$ cat src/rtl/run_ctrl_pkg.sv
// run_ctrl_pkg
// Shared types for the run-control watchdog: the FSM state encoding and the
// end-of-run cause code that is latched and presented on o_cause.
package run_ctrl_pkg;

  typedef enum logic [1:0] {
    IDLE,
    RUN,
    DONE
  } run_state_e;

  typedef enum logic [1:0] {
    CAUSE_NONE    = 2'd0,
    CAUSE_LOOP    = 2'd1,
    CAUSE_HANG    = 2'd2,
    CAUSE_TIMEOUT = 2'd3
  } run_cause_e;

endpackage

$ cat src/rtl/exec_watchdog_if.sv
// exec_watchdog_if
// Bundles the watchdog's control inputs, retire-monitor inputs and status
// outputs. The slave modport is the watchdog's view; the master modport is
// the view of whatever drives it (bench or FPGA top).
//   i_en, i_clr      : start request / synchronous clear
//   i_pc, i_inst_vld : retiring PC and retire strobe from the core
//   o_running/o_done : FSM status
//   o_cause          : latched end-of-run cause
//   o_cycle_cnt      : RUN cycles
//   o_retire_cnt     : retirements seen in RUN
//   o_last_pc        : PC of most recent retirement
interface exec_watchdog_if #(
  parameter int unsigned PC_W  = 32,
  parameter int unsigned CNT_W = 32
);
  logic             i_en;
  logic             i_clr;
  logic [PC_W-1:0]  i_pc;
  logic             i_inst_vld;
  logic             o_running;
  logic             o_done;
  logic [1:0]       o_cause;
  logic [CNT_W-1:0] o_cycle_cnt;
  logic [CNT_W-1:0] o_retire_cnt;
  logic [PC_W-1:0]  o_last_pc;

  modport master (
    output i_en, i_clr, i_pc, i_inst_vld,
    input  o_running, o_done, o_cause, o_cycle_cnt, o_retire_cnt, o_last_pc
  );

  modport slave (
    input  i_en, i_clr, i_pc, i_inst_vld,
    output o_running, o_done, o_cause, o_cycle_cnt, o_retire_cnt, o_last_pc
  );
endinterface

$ cat src/rtl/sat_counter.sv
// sat_counter
// Up-counter that sticks at MAX instead of wrapping. clr has priority over
// inc. The combinational next value is exported so callers can evaluate
// thresholds on the value that will be registered this edge.
//   clk, rst_n : clock, asynchronous active-low reset
//   clr        : synchronous clear to zero
//   inc        : increment request
//   cnt        : registered count
//   cnt_nxt    : value cnt takes on the next edge
module sat_counter #(
  parameter int unsigned   W   = 8,
  parameter logic [W-1:0]  MAX = '1
) (
  input  logic         clk,
  input  logic         rst_n,
  input  logic         clr,
  input  logic         inc,
  output logic [W-1:0] cnt,
  output logic [W-1:0] cnt_nxt
);

  always_comb begin
    cnt_nxt = cnt;
    if (clr) begin
      cnt_nxt = '0;
    end else if (inc && (cnt != MAX)) begin
      cnt_nxt = cnt + W'(1);
    end
  end

  always_ff @(posedge clk or negedge rst_n) begin
    if (!rst_n) begin
      cnt <= '0;
    end else begin
      cnt <= cnt_nxt;
    end
  end

endmodule

$ cat src/rtl/exec_watchdog.sv
// exec_watchdog
// Run-control monitor on the core's retire interface. After a start request
// it counts RUN cycles and retirements and stops (DONE) on the first of:
// a PC retiring LOOP_LIM more times in a row (self-loop halt), HANG_LIM RUN
// cycles without a retirement, or TIMEOUT_CYC RUN cycles. A zero limit
// disables that check. The cause is latched until i_clr.
//   i_clk, i_rst_n : clock, asynchronous active-low reset
//   bus            : exec_watchdog_if slave view (controls, retire, status)
module exec_watchdog
  import run_ctrl_pkg::*;
#(
  parameter int unsigned PC_W        = 32,
  parameter int unsigned CNT_W       = 32,
  parameter int unsigned TIMEOUT_CYC = 1000,
  parameter int unsigned LOOP_LIM    = 8,
  parameter int unsigned HANG_LIM    = 64
) (
  input  logic            i_clk,
  input  logic            i_rst_n,
  exec_watchdog_if.slave  bus
);

  // Loop/idle counters only need to reach their limit; keep at least 1 bit
  // so a disabled (zero) limit still elaborates.
  localparam int unsigned LOOP_W = (LOOP_LIM > 0) ? $clog2(LOOP_LIM + 1) : 1;
  localparam int unsigned IDLE_W = (HANG_LIM > 0) ? $clog2(HANG_LIM + 1) : 1;
  localparam logic [LOOP_W-1:0] LOOP_MAX = LOOP_W'(LOOP_LIM);
  localparam logic [IDLE_W-1:0] IDLE_MAX =
    (HANG_LIM > 0) ? IDLE_W'(HANG_LIM) : {IDLE_W{1'b1}};

  run_state_e state, state_nxt;
  run_cause_e cause, cause_nxt;

  logic              running;
  logic              retire;
  logic              same_pc;
  logic [PC_W-1:0]   last_pc;
  logic [CNT_W-1:0]  cycle_cnt, cycle_nxt;
  logic [CNT_W-1:0]  retire_cnt, retire_nxt;
  logic [LOOP_W-1:0] loop_cnt, loop_nxt;
  logic [IDLE_W-1:0] idle_cnt, idle_nxt;
  logic              loop_hit, hang_hit, timeout_hit;

  assign running = (state == RUN);
  assign retire  = running && bus.i_inst_vld;
  // retire_cnt != 0 keeps the very first retire of a run from matching the
  // cleared last_pc value.
  assign same_pc = retire && (bus.i_pc == last_pc) && (retire_cnt != '0);

  sat_counter #(.W(CNT_W)) u_cycle_cnt (
    .clk     (i_clk),
    .rst_n   (i_rst_n),
    .clr     (bus.i_clr),
    .inc     (running),
    .cnt     (cycle_cnt),
    .cnt_nxt (cycle_nxt)
  );

  sat_counter #(.W(CNT_W)) u_retire_cnt (
    .clk     (i_clk),
    .rst_n   (i_rst_n),
    .clr     (bus.i_clr),
    .inc     (retire),
    .cnt     (retire_cnt),
    .cnt_nxt (retire_nxt)
  );

  // A retire at a new PC restarts the repeat run; idle cycles leave it alone.
  sat_counter #(.W(LOOP_W), .MAX(LOOP_MAX)) u_loop_cnt (
    .clk     (i_clk),
    .rst_n   (i_rst_n),
    .clr     (bus.i_clr || (retire && !same_pc)),
    .inc     (same_pc),
    .cnt     (loop_cnt),
    .cnt_nxt (loop_nxt)
  );

  sat_counter #(.W(IDLE_W), .MAX(IDLE_MAX)) u_idle_cnt (
    .clk     (i_clk),
    .rst_n   (i_rst_n),
    .clr     (bus.i_clr || retire),
    .inc     (running && !bus.i_inst_vld),
    .cnt     (idle_cnt),
    .cnt_nxt (idle_nxt)
  );

  // Triggers look at next-values so the stop lands on the same edge that
  // records the triggering increment.
  always_comb begin
    loop_hit    = running && (LOOP_LIM != 0) && (loop_nxt == LOOP_MAX);
    hang_hit    = running && (HANG_LIM != 0) && (idle_nxt == IDLE_W'(HANG_LIM));
    timeout_hit = running && (TIMEOUT_CYC != 0) &&
                  (64'(cycle_nxt) == 64'(TIMEOUT_CYC));
  end

  // Next-state and cause selection; clear beats everything, loop beats hang
  // beats timeout.
  always_comb begin
    state_nxt = state;
    cause_nxt = cause;
    if (bus.i_clr) begin
      state_nxt = IDLE;
      cause_nxt = CAUSE_NONE;
    end else begin
      case (state)
        IDLE: begin
          if (bus.i_en) state_nxt = RUN;
        end
        RUN: begin
          if (loop_hit) begin
            state_nxt = DONE;
            cause_nxt = CAUSE_LOOP;
          end else if (hang_hit) begin
            state_nxt = DONE;
            cause_nxt = CAUSE_HANG;
          end else if (timeout_hit) begin
            state_nxt = DONE;
            cause_nxt = CAUSE_TIMEOUT;
          end
        end
        DONE: state_nxt = DONE;
        default: state_nxt = IDLE;
      endcase
    end
  end

  always_ff @(posedge i_clk or negedge i_rst_n) begin
    if (!i_rst_n) begin
      state   <= IDLE;
      cause   <= CAUSE_NONE;
      last_pc <= '0;
    end else begin
      state <= state_nxt;
      cause <= cause_nxt;
      if (bus.i_clr) begin
        last_pc <= '0;
      end else if (retire) begin
        last_pc <= bus.i_pc;
      end
    end
  end

  assign bus.o_running    = running;
  assign bus.o_done       = (state == DONE);
  assign bus.o_cause      = cause;
  assign bus.o_cycle_cnt  = cycle_cnt;
  assign bus.o_retire_cnt = retire_cnt;
  assign bus.o_last_pc    = last_pc;

endmodule

$ cat src/flat_wrapper.sv
// flat-port wrapper written by rule: the top's interface ports become plain ports
module exec_watchdog_flat import run_ctrl_pkg::*;
#(
  parameter int unsigned PC_W        = 32,
  parameter int unsigned CNT_W       = 32,
  parameter int unsigned TIMEOUT_CYC = 1000,
  parameter int unsigned LOOP_LIM    = 8,
  parameter int unsigned HANG_LIM    = 64
)
  (i_clk, i_rst_n, bus_i_en, bus_i_clr, bus_i_pc, bus_i_inst_vld, bus_o_running, bus_o_done, bus_o_cause, bus_o_cycle_cnt, bus_o_retire_cnt, bus_o_last_pc);
  exec_watchdog_if #(.PC_W(PC_W), .CNT_W(CNT_W)) bus_i ();
  input  logic i_clk;
  input  logic i_rst_n;
  input wire logic [$bits(bus_i.i_en)-1:0] bus_i_en;
  input wire logic [$bits(bus_i.i_clr)-1:0] bus_i_clr;
  input wire logic [$bits(bus_i.i_pc)-1:0] bus_i_pc;
  input wire logic [$bits(bus_i.i_inst_vld)-1:0] bus_i_inst_vld;
  output wire logic [$bits(bus_i.o_running)-1:0] bus_o_running;
  output wire logic [$bits(bus_i.o_done)-1:0] bus_o_done;
  output wire logic [$bits(bus_i.o_cause)-1:0] bus_o_cause;
  output wire logic [$bits(bus_i.o_cycle_cnt)-1:0] bus_o_cycle_cnt;
  output wire logic [$bits(bus_i.o_retire_cnt)-1:0] bus_o_retire_cnt;
  output wire logic [$bits(bus_i.o_last_pc)-1:0] bus_o_last_pc;
  assign bus_i.i_en = bus_i_en;
  assign bus_i.i_clr = bus_i_clr;
  assign bus_i.i_pc = bus_i_pc;
  assign bus_i.i_inst_vld = bus_i_inst_vld;
  assign bus_o_running = bus_i.o_running;
  assign bus_o_done = bus_i.o_done;
  assign bus_o_cause = bus_i.o_cause;
  assign bus_o_cycle_cnt = bus_i.o_cycle_cnt;
  assign bus_o_retire_cnt = bus_i.o_retire_cnt;
  assign bus_o_last_pc = bus_i.o_last_pc;
  exec_watchdog #(.PC_W(PC_W), .CNT_W(CNT_W), .TIMEOUT_CYC(TIMEOUT_CYC), .LOOP_LIM(LOOP_LIM), .HANG_LIM(HANG_LIM)) u_core (.i_clk(i_clk), .i_rst_n(i_rst_n), .bus(bus_i));
endmodule
$ cat config.mk
export PLATFORM = sky130hd
export DESIGN_NAME = exec_watchdog_flat
export DESIGN_NICKNAME = d
export VERILOG_FILES = /design/src/rtl/run_ctrl_pkg.sv /design/src/rtl/exec_watchdog_if.sv /design/src/rtl/sat_counter.sv /design/src/rtl/exec_watchdog.sv /design/src/flat_wrapper.sv
export SDC_FILE = /design/constraint.sdc
export NUM_CORES = 1
export LEC_CHECK = 0
export ABC_AREA = 1
export BUFFER_PORTS_ARGS = -buffer_cell sky130_fd_sc_hd__buf_2
export CAP_MARGIN = 5
export CORE_ASPECT_RATIO = 0.8
export CORE_MARGIN = 3
export CORE_UTILIZATION = 40
export CTS_CLUSTER_SIZE = 14
export DETAILED_ROUTE_END_ITERATION = 10
export PLACE_DENSITY = 0.6
export SKIP_LAST_GASP = 1
export SLEW_MARGIN = 25
export SYNTH_ARGS = -nofsm -noshare
export SYNTH_HDL_FRONTEND = slang
export SYNTH_SLANG_ARGS = --single-unit
$ cat constraint.sdc
create_clock -name i_clk -period 5.9 [get_ports i_clk]
set_clock_uncertainty 0.1 [all_clocks]
set_input_delay 0.885 -clock i_clk [delete_from_list [all_inputs] [get_ports i_clk]]
set_output_delay 0.885 -clock i_clk [all_outputs]
set_load 0.005 [all_outputs]
==> metrics.md <==
| Metric | Value |
|---|---|
| Status | `finished clean` |
| Number of antenna violations at the first check in global routing | `0` |
| Final critical path time including I/O delays and setup | `4.07 ns` |
| Area taken by flip-flops and latches | `2780 sq um` |
| Number of levels in the clock H-tree | `3` |
| Quantity of gates resized following cts | `0` |
| Gate power share | `25.2%` |
| Area taken by multi-input logic gates | `3980 sq um` |
| Starting density of the core | `between 40% and 50%` |
| Vias in the first global route | `about 7,000` |
| Post-synth top area share | `36.3%` |
| Core region area | `roughly 18,000 sq um` |
| RSZ-0062 raised after global routing | `no` |
| Post-synth EDFFs | `0` |
| Number of top-level pins | `137` |
| Average routed wire per standard cell | `13.9 microns` |
| Worst rel slew slack | `around a third` |
| Clock tree from TritonCTS | `yes` |
| Drt total wl | `22,100 microns` |
| Net Count, Synth | `1,258` |
| Post-synth top flop | `dfrtp_1` |
| Yosys synthesis warning count | `0` |
| Final Wtd Congestion | `0.903` |
| Post-Synthesis Cell Area | `7650 sq um` |
| Number of buffers inserted by port buffering | `about 140` |
| Most instantiated library cell after synthesis | `nand2_1` |
| Slew at the pin with the worst max-slew slack | `0.986 ns` |
| Critical Path Source Type | `flop` |
| Async SR Flop Fraction | `100%` |
| Relative contribution of sequential cells to total power | `42.7%` |
| Pwr/cell area | `between 200 and 250 nW/um^2` |
| Most frequent cells after synthesis | `nand2_1 (379), inv_1 (202), nor2_1 (168), dfrtp_1 (111), nand3_1 (110)` |
| Mean area per synthesized cell | `6.32 sq um` |
| Crit. End Element | `flop` |
| Largest net degree at the start of global routing | `60` |
| Net switching power of the design | `722 uW` |
| Area added between synthesis and finish | `15.9%` |
| Cell types with the largest area share after synthesis | `dfrtp_1 (36%), nand2_1 (19%), inv_1 (9.9%)` |
| Clk network pwr share | `around 32%` |
| Setup Total Neg Slack | `0 ns` |
| Number of rows in the core area | `44` |
| TritonCTS sink count | `111` |
| Fraction of layout instances using a drive strength above 1 | `between 10% and 20%` |
| Final hold violation count | `0` |
| Chip width | `roughly 160 microns` |
| Routed via count | `just under 8,000` |
| Critical path class | `reg2reg` |
| Maximum clock path buffer count | `2` |
| Number of maximum-capacitance violations | `0` |
| Period utilization | `69.0%` |
| Highest Clock Rate | `246 MHz` |
| Internal power component | `1.38 mW` |
| Max rail drop VDD | `146 uV` |
| Count of pins over their slew limit | `0` |
| Worst EP required | `6.06 ns` |
| Total DRC errors in the routed layout | `0` |
| Die Span Y | `130 microns` |
| Part of the Yosys area used for sequential elements | `36.3%` |
| Worst-Skew Late Latency | `0.36 ns` |
| Total setup buffers inserted after CTS | `0` |
| Yosys reg bits | `111` |
| Static power due to leakage | `between 4 and 5 nW` |
| Via density per instance | `4.92` |
| Post-CTS clock slew at the launch and capture registers of the worst setup and hold paths | `0.08 ns` |
| Data arrival at the endpoint of the critical path | `4.23 ns` |
| Count of antenna diodes in the layout | `0` |
| Synthesized netlist cell count | `approximately 1,200` |
| Count of endpoints failing setup in the final report | `0` |
| DRT antenna net count | `0` |
| Die outline area | `approximately 21,000 sq um` |
| Clock Tree Root | `clkbuf_16` |
| Synth unique cells | `36` |
| Library cell with the largest summed area after synthesis | `dfrtp_1` |
| First-pass GRT wire length | `about 36,000 microns` |
| Drt first pass iters | `5` |
| Worst Path Max Fanout | `34` |
| Residual overflow from global routing | `0` |
| Cts-stage hold buffer count | `0` |
| Post-layout total power | `between 2 and 2.5 mW` |
| Switching power share of the total | `34.4%` |
| Post-layout net count | `1,382` |
| Inserted Clock Buffers | `9` |
| Fillcell total | `1,956` |
| Type of the most critical hold path | `reg2reg` |
| Combined global-route utilization of all metal layers | `a little over a fifth` |
| Starting DRT DRC Count | `668` |
| Detailed placement HPWL | `16,800 microns` |
kinds of logic after synthesis:
group | count (synthesis) | share of synthesized area, %
compound gates | 92 | 6.48
buf+inv | 232 | 11.7
flops | 111 | 36.3
simple gates | 747 | 41.8
fa+ha+maj | 11 | 1.80
xor+xnor | 17 | 1.95
layer usage:
layer	share of wire [%]	up-vias	global-route usage, %
li1	-	4016	-
met1	51	3508	33.2
met2	40	278	30.2
met3	7.8	23	3.68
met4	1.6	0	5.20
met5	0	-	0
sequential cells by signal (all words and copies together) (netlist names):
name / count
u_core.bus.o_last_pc: 32
u_core.u_retire_cnt.cnt: 32
u_core.u_idle_cnt.cnt: 7
u_core.state: 2
u_core.u_cycle_cnt.cnt: 32
u_core.bus.o_cause: 2
u_core.u_loop_cnt.cnt: 4
critical path, stage by stage, from the launching register on:
cell	delay (ns)
dfrtp_1	0.40
inv_1	0.10
ha_1	0.69
nand2_1	0.22
inv_2	0.53
nor2_2	0.20
inv_1	0.71
nand2_1	0.21
nand3_1	0.16
nand2_1	0.06
nor2_1	0.21
nor2_2	0.09
and3_1	0.18
nand2_1	0.06
nand2_1	0.05
final timing paths:
path                                                         from                                      end  slack [ns]  cells after the start
worst max-delay path                  u_core.state[1]$_DFFE_PN0P_        u_core.bus.o_cause[1]$_DFFE_PN0P_        1.83                     14
worst min-delay path            u_core.bus.o_cause[0]$_DFFE_PN0P_        u_core.bus.o_cause[0]$_DFFE_PN0P_        0.39                      2
worst max register to register        u_core.state[1]$_DFFE_PN0P_        u_core.bus.o_cause[1]$_DFFE_PN0P_        1.83                     14
worst min register to register  u_core.bus.o_cause[0]$_DFFE_PN0P_        u_core.bus.o_cause[0]$_DFFE_PN0P_        0.39                      2
max in group asynchronous                                 i_rst_n     u_core.u_cycle_cnt.cnt[18]$_DFF_PN0_        3.97                      2
min in group asynchronous                                 i_rst_n  u_core.u_retire_cnt.cnt[25]$_DFFE_PN0P_        0.46                      1
cell type report:
type                            instances  share of cell area, %
Tap cell                              253                   3.57
Clock inverter                          6                   1.06
Multi-Input combinational cell        867                   44.9
Inverter                              207                   8.76
Clock buffer                            9                   2.54
Timing Repair Buffer                  138                   7.87
Sequential cell                       111                   31.3
metrics by stage:
step,hold slack [ns],util [%],area [sq um],cells,setup WS (ns)
after floorplan,0.367,-,7650,1210,3.37
after global placement,0.370,46.4,8550,1576,1.88
after detailed placement,0.367,46.4,8550,1576,1.80
after CTS,0.393,48.1,8870,1591,1.76
after global routing,0.416,48.1,8870,1591,1.41
final,0.386,48.1,8870,1591,1.83
power by group through the flow:
stage	Clock, mW	Combinational, mW	Sequential, mW
detailed placement	0	0.534	0.913
global placement	0	0.526	0.913
floorplan	0	0.347	0.900
CTS	0.696	0.537	0.899
finish	0.674	0.531	0.899
global route	0.718	0.613	0.912
cell usage in the layout (no fill, tap or decap), types with 6 or more instances in the layout:
cell,n
nor2_2,13
nand3_1,110
nor3_1,25
clkbuf_16,9
inv_2,6
nand4_1,24
nor2_1,168
a21oi_1,23
o21ai_0,57
dfrtp_1,111
buf_2,135
inv_1,201
nand2_1,379
xor2_1,13
ha_1,11
nand3b_1,7
Power figures use the tool's default switching activity.
